===== src/rtl/audio_pkg.sv =====
// audio_pkg: shared types and helpers for the recorder audio path.
//   sample_t      signed 8-bit audio sample
//   SAMPLE_MAX/MIN saturation limits for sample_t
//   sat_result_t  saturated sample plus clip flag
//   log2_ceil     elaboration-time log2 for sizing counters
package audio_pkg;

  typedef logic signed [7:0] sample_t;

  localparam int SAMPLE_MAX = 127;
  localparam int SAMPLE_MIN = -128;

  typedef struct packed {
    logic    clip;
    sample_t sample;
  } sat_result_t;

  // Smallest r with 2**r >= value
  function automatic int unsigned log2_ceil(input int unsigned value);
    int unsigned result;
    result = 0;
    for (int unsigned i = 0; i < 32; i++) begin
      if ((32'd1 << i) < value) result = i + 1;
    end
    return result;
  endfunction

endpackage


===== src/rtl/pdm_clk_gen.sv =====
// pdm_clk_gen: divides clk_i down to the PDM microphone clock and marks the
// last system cycle of each mic clock period.
//   clk_i, rst_i   system clock, async active-high reset
//   enable_i       run; low clears the divider and parks mic_clk_o low
//   mic_clk_o      registered mic clock, high for the first half of the period
//   pdm_tick_c_o   combinational one-cycle strobe at div_cnt == CLK_DIV-1
module pdm_clk_gen #(
  parameter int unsigned CLK_DIV = 32
) (
  input  logic clk_i,
  input  logic rst_i,
  input  logic enable_i,
  output logic mic_clk_o,
  output logic pdm_tick_c_o
);

  localparam int unsigned CNT_W = $clog2(CLK_DIV);
  localparam int unsigned HALF  = CLK_DIV / 2;

  logic [CNT_W-1:0] div_cnt_q, div_cnt_d;
  logic             mic_clk_q, mic_clk_d;

  assign pdm_tick_c_o = enable_i && (div_cnt_q == CNT_W'(CLK_DIV - 1));
  assign mic_clk_o    = mic_clk_q;

  // Next divider value; mic clock is decoded from it so it lines up with div_cnt_q
  always_comb begin
    div_cnt_d = '0;
    mic_clk_d = 1'b0;
    if (enable_i) begin
      div_cnt_d = pdm_tick_c_o ? '0 : div_cnt_q + CNT_W'(1);
      mic_clk_d = (div_cnt_d < CNT_W'(HALF));
    end
  end

  always_ff @(posedge clk_i or posedge rst_i) begin
    if (rst_i) begin
      div_cnt_q <= '0;
      mic_clk_q <= 1'b0;
    end else begin
      div_cnt_q <= div_cnt_d;
      mic_clk_q <= mic_clk_d;
    end
  end

endmodule


===== src/rtl/pdm_mic_frontend.sv =====
// pdm_mic_frontend: PDM microphone front end. Generates the mic clock,
// synchronises the PDM bit, boxcar-decimates it and emits a gained,
// saturated signed 8-bit sample with a one-cycle strobe.
//   clk_in, rst_in   system clock, async active-high reset
//   enable_in        run/stop capture (low discards the current window)
//   gain_in          extra left shift 0..3 after centring
//   mic_data_in      raw asynchronous PDM data
//   mic_clk_out      PDM clock to the microphone
//   audio_out        signed sample, held between strobes
//   audio_valid_out  one-cycle strobe for a new audio_out
//   clip_out         high on the strobe cycle when the sample saturated
module pdm_mic_frontend
  import audio_pkg::*;
#(
  parameter int unsigned CLK_DIV    = 32,
  parameter int unsigned DECIMATION = 64,
  parameter int unsigned OUT_WIDTH  = 8
) (
  input  logic                 clk_in,
  input  logic                 rst_in,
  input  logic                 enable_in,
  input  logic [1:0]           gain_in,
  input  logic                 mic_data_in,
  output logic                 mic_clk_out,
  output logic [OUT_WIDTH-1:0] audio_out,
  output logic                 audio_valid_out,
  output logic                 clip_out
);

  localparam int unsigned LOG2_DEC   = log2_ceil(DECIMATION);
  localparam int unsigned BIT_W      = LOG2_DEC;
  localparam int unsigned ACC_W      = LOG2_DEC + 1;
  localparam int unsigned CALC_W     = 16;
  // 7 - log2(DECIMATION/2): maps a full-scale window onto +-128
  localparam int unsigned BASE_SHIFT = 8 - LOG2_DEC;

  logic              pdm_tick_c;
  logic [1:0]        sync_q;
  logic [BIT_W-1:0]  bit_cnt_q, bit_cnt_d;
  logic [ACC_W-1:0]  ones_acc_q, ones_acc_d;
  sample_t           audio_q, audio_d;
  logic              valid_q, valid_d;
  logic              clip_q, clip_d;

  logic              close_c;
  logic [ACC_W-1:0]  sum_c;
  logic signed [CALC_W-1:0] centred_c;
  logic signed [CALC_W-1:0] scaled_c;
  logic [3:0]        shamt_c;
  sat_result_t       sat_c;

  pdm_clk_gen #(
    .CLK_DIV (CLK_DIV)
  ) u_clk_gen (
    .clk_i        (clk_in),
    .rst_i        (rst_in),
    .enable_i     (enable_in),
    .mic_clk_o    (mic_clk_out),
    .pdm_tick_c_o (pdm_tick_c)
  );

  // Window arithmetic: the closing tick's bit belongs to the closing window
  always_comb begin
    close_c   = pdm_tick_c && (bit_cnt_q == BIT_W'(DECIMATION - 1));
    sum_c     = ones_acc_q + ACC_W'(sync_q[1]);
    centred_c = $signed(CALC_W'(sum_c)) - $signed(CALC_W'(DECIMATION / 2));
    shamt_c   = 4'(BASE_SHIFT) + 4'(gain_in);
    scaled_c  = centred_c <<< shamt_c;
    sat_c.clip   = 1'b0;
    sat_c.sample = scaled_c[7:0];
    if (scaled_c > CALC_W'(SAMPLE_MAX)) begin
      sat_c.clip   = 1'b1;
      sat_c.sample = sample_t'(SAMPLE_MAX);
    end else if (scaled_c < CALC_W'(SAMPLE_MIN)) begin
      sat_c.clip   = 1'b1;
      sat_c.sample = sample_t'(SAMPLE_MIN);
    end
  end

  // Accumulator and output next-state
  always_comb begin
    bit_cnt_d  = bit_cnt_q;
    ones_acc_d = ones_acc_q;
    audio_d    = audio_q;
    valid_d    = 1'b0;
    clip_d     = 1'b0;
    if (!enable_in) begin
      bit_cnt_d  = '0;
      ones_acc_d = '0;
    end else if (pdm_tick_c) begin
      if (close_c) begin
        bit_cnt_d  = '0;
        ones_acc_d = '0;
        audio_d    = sat_c.sample;
        clip_d     = sat_c.clip;
        valid_d    = 1'b1;
      end else begin
        bit_cnt_d  = bit_cnt_q + BIT_W'(1);
        ones_acc_d = sum_c;
      end
    end
  end

  always_ff @(posedge clk_in or posedge rst_in) begin
    if (rst_in) begin
      sync_q     <= '0;
      bit_cnt_q  <= '0;
      ones_acc_q <= '0;
      audio_q    <= '0;
      valid_q    <= 1'b0;
      clip_q     <= 1'b0;
    end else begin
      sync_q     <= {sync_q[0], mic_data_in};
      bit_cnt_q  <= bit_cnt_d;
      ones_acc_q <= ones_acc_d;
      audio_q    <= audio_d;
      valid_q    <= valid_d;
      clip_q     <= clip_d;
    end
  end

  assign audio_out       = audio_q;
  assign audio_valid_out = valid_q;
  assign clip_out        = clip_q;

endmodule


===== config.mk =====
export PLATFORM = sky130hd
export DESIGN_NAME = pdm_mic_frontend
export DESIGN_NICKNAME = d
export VERILOG_FILES = /design/src/rtl/audio_pkg.sv /design/src/rtl/pdm_clk_gen.sv /design/src/rtl/pdm_mic_frontend.sv
export SDC_FILE = /design/constraint.sdc
export NUM_CORES = 1
export LEC_CHECK = 0
export ABC_AREA = 1
export BUFFER_PORTS_ARGS = -buffer_cell sky130_fd_sc_hd__clkbuf_2
export CORE_MARGIN = 4
export CORE_UTILIZATION = 28
export DETAILED_ROUTE_END_ITERATION = 12
export SLEW_MARGIN = 20
export SYNTH_ARGS = -nofsm -noshare
export SYNTH_HDL_FRONTEND = slang
export SYNTH_HIERARCHICAL = 1
export SYNTH_SLANG_ARGS = --single-unit

===== constraint.sdc =====
create_clock -name clk_in -period 4.9 [get_ports clk_in]
set_input_delay 0 -clock clk_in [delete_from_list [all_inputs] [get_ports clk_in]]
set_output_delay 0 -clock clk_in [all_outputs]
set_load 0.01 [all_outputs]

After elaboration in Yosys (flattened, before gate mapping)
Index checks and enable logic that the tools add are counted.
W data, S select, Z words.
Storage, ports and cells
  input port bits: 6
  output and inout port bits: 11
  word-level logic and storage cells: 40
  register bits after elaboration: 31
Cells by class
  reductions and logical operators: 3
  shift-type cells: 1
  muxes and demuxes: 17
  add/subtract/negate cells: 5
  magnitude comparators: 3
  equality and inequality tests: 3
Operators by type and width (number)
  $mux W7: 3
  $mux W6: 3
  $mux W9: 2
  $gt A16 B8 Y1 const B: 1
  $lt A16 B8 Y1 const B: 1
  $sshl A8 B3 Y16: 1
  $mux W5: 2
  $sub A7 B6 Y8 const B: 1
  $add A7 B1 Y7: 1
  $mux W1: 7
  $add A6 B1 Y6 const B: 1
  $eq A6 B6 Y1 const B: 1
  $add A5 B1 Y5 const B: 1
  $eq A5 B5 Y1 const B: 1
  $lt A5 B5 Y1 const B: 1
  $add A2 B2 Y3 const A: 1
  $reduce_and A3 Y1: 1
  $logic_and A1 B1 Y1: 2
  $ne A2 B1 Y1 const B: 1

Logic depth before layout (Yosys ltp)
  depth in word-level cells: 9
  mapped depth: 16
  mapped depth without buffers: 16

Modules after synthesis
The synthesis kept the hierarchy.
By module, submodules not included
  pdm_mic_frontend: times used 1, cells an instance 180, seq. area each 625.6 um^2, area each 1436.4 um^2
  pdm_clk_gen: times used 1, cells an instance 30, seq. area each 150.1 um^2, area each 276.5 um^2

Worst setup path after synthesis
No wires, ideal clock.
  path type: flip-flop to flip-flop
  from: register u_clk_gen.div_cnt_q[0]
  to: register audio_q[3], in the netlist audio_out[3]
  cell stages (with the launch flop): 14
  setup time: 128 ps
  path slack: 3012 ps
  buffers on the path: 0
  arrival: 1760 ps
  period minus slack after synthesis: 1888 ps
  required time: 4772 ps
  cell sequence: dfrtp_1 -> ha_1 -> nand2_1 -> nor2_1 -> ha_1 -> nand2_1 -> inv_1 -> nand2_1 -> inv_1 -> nand2_1 -> clkinv_1 -> or2_2 -> inv_1 -> a21oi_1
On the way
  cells in the longest elaborated chain, start to end: 4
Ends and longest elaborated chain
  start, declared: RTL line pdm_clk_gen.sv:20  | logic [CNT_W-1:0] div_cnt_q, div_cnt_d;
  start signal, assigned: RTL line pdm_clk_gen.sv:41  | div_cnt_q <= div_cnt_d;
  $eq A5 B5 Y1 *: RTL line pdm_clk_gen.sv:23  | assign pdm_tick_c_o = enable_i && (div_cnt_q == CNT_W'(CLK_DIV - 1));
  $logic_and A1 B1 Y1 *: RTL line pdm_clk_gen.sv:23
  named net pdm_tick_c: RTL line pdm_mic_frontend.sv:37  | logic pdm_tick_c;
  $logic_and A1 B1 Y1: RTL line pdm_mic_frontend.sv:64  | close_c = pdm_tick_c && (bit_cnt_q == BIT_W'(DECIMATION - 1));
  $reduce_and A3 Y1 (no line) *
  end signal, assigned: RTL line pdm_mic_frontend.sv:116  | audio_q <= audio_d;
  end, declared: RTL line pdm_mic_frontend.sv:41  | sample_t audio_q, audio_d;
The timed path passes the listed nets; every way through them passes the cells marked *.
A chain may end at the register's enable or synchronous reset.

Worst setup path in the final report
  from: register u_clk_gen.div_cnt_q[0]
  to: register audio_q[4], in the netlist audio_out[4]
Same word-level chain as after synthesis.

==> results by group <==
Run status
  • Status: finished clean

Pwr
  • Leakage Power: 0.9640 nW
  • Power, Total: around 0.47 mW
  • Worst vdd ir: approximately 0.00022 V
  • Pwr per Cell Area: 237.9 nW/um^2

Worst setup path
  • CP max-delay cell: dfrtp_1
  • Setup crit end kind: register
  • CP max stage delay: between 0.3 and 0.4 ns
  • Crit-path most repeated cell: nand2_1
  • Critical path cell sequence: ha_1 > nand2_1 > nor2_1 > ha_1 > nand2_1 > inv_1 > nand2_1 > inv_1 > nand2_1 > clkinv_1 > or2_2 > inv_1 > a21oi_1
  • Worst path required time: 5.05 ns
  • Setup crit start kind: register
  • Critical path arrival: 2.34 ns
  • Buf+Inv Stages, Crit Path: 4
  • Largest delay share family, worst path: simple AND/OR/NAND/NOR gates
  • Crit Path Max Fanout: 9
  • Critical path class: register to register

Drt
  • Pre-antenna DRT Iters: 4
  • Post-DR vias/cell: 4.583
  • Drt wl/cell: 10.67 um
  • DRC viols: 0
  • Initial drt markers: 82
  • Via count: 1407
  • Final wirelength: 3277 um
  • Remaining antenna violation count: 0

Synth
  • Largest family of logic cells by synthesized area: simple AND/OR/NAND/NOR gates
  • Synth Area in Compound Gates: 0.1227
  • Count of state elements after synthesis: 31
  • Multiplexer share of the synthesized area: 0
  • Syn_area_per_cell: 8.157 sq um
  • Synth Area in Simple Gates: 0.2988
  • Post-Synth XOR/XNOR Area: 0.01023
  • Unique masters post-synth: 30
  • Post-synthesis cell count: between 200 and 250
  • Synth Area in Adders: 0.03652
  • Sequential share of the synthesized area: 0.4529
  • Netlist Area Pre-Place: 1713 sq um
  • Post-synthesis net count: 221
  • Ys Warns: 6

Timing
  • Endpoints failing setup: 0
  • Tmin final: 2.191 ns
  • Final Hold Fails: 0
  • Pins Over Slew Limit: 0
  • Relative slew margins: 0.3930
  • RSZ-0062 raised after global routing: no
  • Clk_skew: 0.009856 ns
  • Hold_ws: about 0.08 ns
  • Period Utilization, post-route: 0.4471
  • Slew @ Worst Pin: between 0.9 and 1 ns
  • Setup_tns: 0 ns
  • Fmax achieved: around 460 MHz

Place
  • Routability congestion estimate: 0.7889
  • Area after DPL: about 1900 sq um
  • PortBufs: 16
  • DP HPWL: ~2500 um

Cells and area
  • Nets: between 200 and 250
  • Layout cell share with drive strength beyond 1: 0.1983
  • Syn-to-layout area delta: 14.46%
  • Final instance area: 1961 sq um
  • Diode count: 0

Floorplanning
  • I/O pin total: 17
  • Die width: 86.22 um
  • Core area: roughly 6000 sq um
  • Die area: approximately 7400 sq um
  • Die H: between 80 and 90 um
  • Initial core utilization: 0.2893
  • Row cnt: 28

Clock tree
  • Setup bufs post-CTS: 0
  • H-tree depth: 2
  • Clk slew on worst S/H paths: approximately 0.060 ns
  • Root buf cell: clkbuf_8
  • Clk Latency, worst-skew pair: 0.27 ns
  • CTS tree: built
  • Clk sink count: 31
  • Deepest clock path buffer count: 2
  • Num CTS Buffers: 5

GRT
  • Total track usage: 0.1024
  • Antenna violations before repair: 0
  • Vias in the first global route: 1348
  • First-pass GRT wire length: 6106 um
  • GR Overflow Total: 0
  • Largest net degree at the start of global routing: 26

Run
  • MaxCap Viol Count: 0

Worst hold path
  • Hold WC Path Type: primary input to register
[placed cells by master (no fill, tap or decap)]
cell type / n
clkinv_1: 2
a32o_1: 1
dlygate4sd3_1: 2
o21bai_2: 1
inv_1: 28
dfrtp_1: 31
o22ai_1: 5
nor3b_2: 1
o21ai_4: 1
inv_2: 1
clkbuf_1: 1
o31ai_1: 1
clkbuf_8: 5
nand3_1: 24
nand2_1: 45
a21oi_1: 6
o21a_1: 2
nand2_4: 2
or2_2: 4
ha_1: 5
nor2_2: 3
clkbuf_2: 16
nand2_2: 8
nor2_4: 2
o21bai_1: 1
nor2_1: 15
a21oi_2: 1
xnor2_1: 2
nor3_1: 1
a21boi_0: 1
o21ai_0: 13
nand3_2: 1
[layer usage]
layer,vias to the layer above,GRT usage,share of wire
li1,725,-,-
met1,654,0.1337,0.47
met2,23,0.1619,0.47
met3,5,0.02852,0.043
met4,0,0.03824,0.017
met5,-,0,0
[logic make-up (layout without fill, tap and decap cells)]
kind of cell / count (synthesis) / count (layout)
AO/OA/AOI/OAI: 33 / 33
flip-flops: 31 / 31
adder cells (fa/ha/maj): 5 / 5
buffers and inverters: 33 / 55
XOR/XNOR: 2 / 2
AND/OR/NAND/NOR: 106 / 106
[cell usage after synthesis (all sizes together)]
library cell	count	area [sq um]
o21a	2	15.01
nand3	25	130.1
xnor2	2	17.52
o21bai	2	18.77
a32o	1	10.01
inv	30	112.6
nor2	20	97.59
a21oi	7	38.79
nor3b	1	12.51
or2	4	25.02
nand2	55	241.5
o21ai	14	81.33
ha	5	62.56
nor3	1	5.000
a21boi	1	7.510
o31ai	1	7.510
clkinv	1	3.750
clkbuf	2	18.76
o22ai	5	31.28
dfrtp	31	775.7
[where the power goes]
group / internal, mW / switching (mW) / total (mW)
Sequential: 0.259 / 0.00152 / 0.261
Combinational: 0.00901 / 0.0202 / 0.0293
Clock: 0.0943 / 0.0820 / 0.176
Total: 0.363 / 0.104 / 0.466
[final cells by class]
cell class                 count  area [sq um]
timing repair buffer          18         100.1
sequential                    31         775.7
multi-input combinational    146         802.0
clock buffer                   6         72.57
inverter                      31         116.4
fill                         599          3960
tap                           75         93.84
[registers in the layout, indices dropped and copies added, names as in the netlist]
register             cells
audio_valid_out          1
u_clk_gen/mic_clk_o      1
bit_cnt_q                6
ones_acc_q               7
sync_q                   2
clip_out                 1
u_clk_gen/div_cnt_q      5
audio_out                8
[timing repair]
action | CTS | global route
resized for setup | 0 | 0
hold buffers | 2 | 0
hold endpoints to repair | 32 | 0
[worst paths after layout]
kind                                        start                      to  slack (ns)  cells after the start
max                        u_clk_gen/div_cnt_q[0]            audio_out[4]        2.71                     13
min                                     enable_in            bit_cnt_q[1]        0.08                      3
max reg2reg                u_clk_gen/div_cnt_q[0]            audio_out[4]        2.71                     13
min reg2reg                             sync_q[0]               sync_q[1]        0.34                      0
max in group asynchronous                  rst_in            audio_out[0]        4.11                      3
min in group asynchronous                  rst_in  u_clk_gen/div_cnt_q[1]        0.20                      3
[worst register-to-register path: cells and delay by family (launching register included)]
family	cells	cell delay (ns)
and+or+nand+nor	6	0.81
AOI/OAI and AO/OA	1	0.04
DFF	1	0.39
adders and majority gates	2	0.39
buffers and inverters	4	0.45
[metrics by stage]
| step | worst slack [ns] | util | cells |
|---|---|---|---|
| 6_report | 2.709 | 0.3312 | 307 |
| 5_1_grt | 2.485 | 0.3312 | 307 |
| 4_1_cts | 2.686 | 0.3312 | 307 |
| 3_5_place_dp | 2.697 | 0.3155 | 299 |
| 3_3_place_gp | 2.702 | 0.3155 | 299 |
| 2_1_floorplan | 3.012 | - | 210 |
No activity file was read; power rests on OpenSTA's default activity.
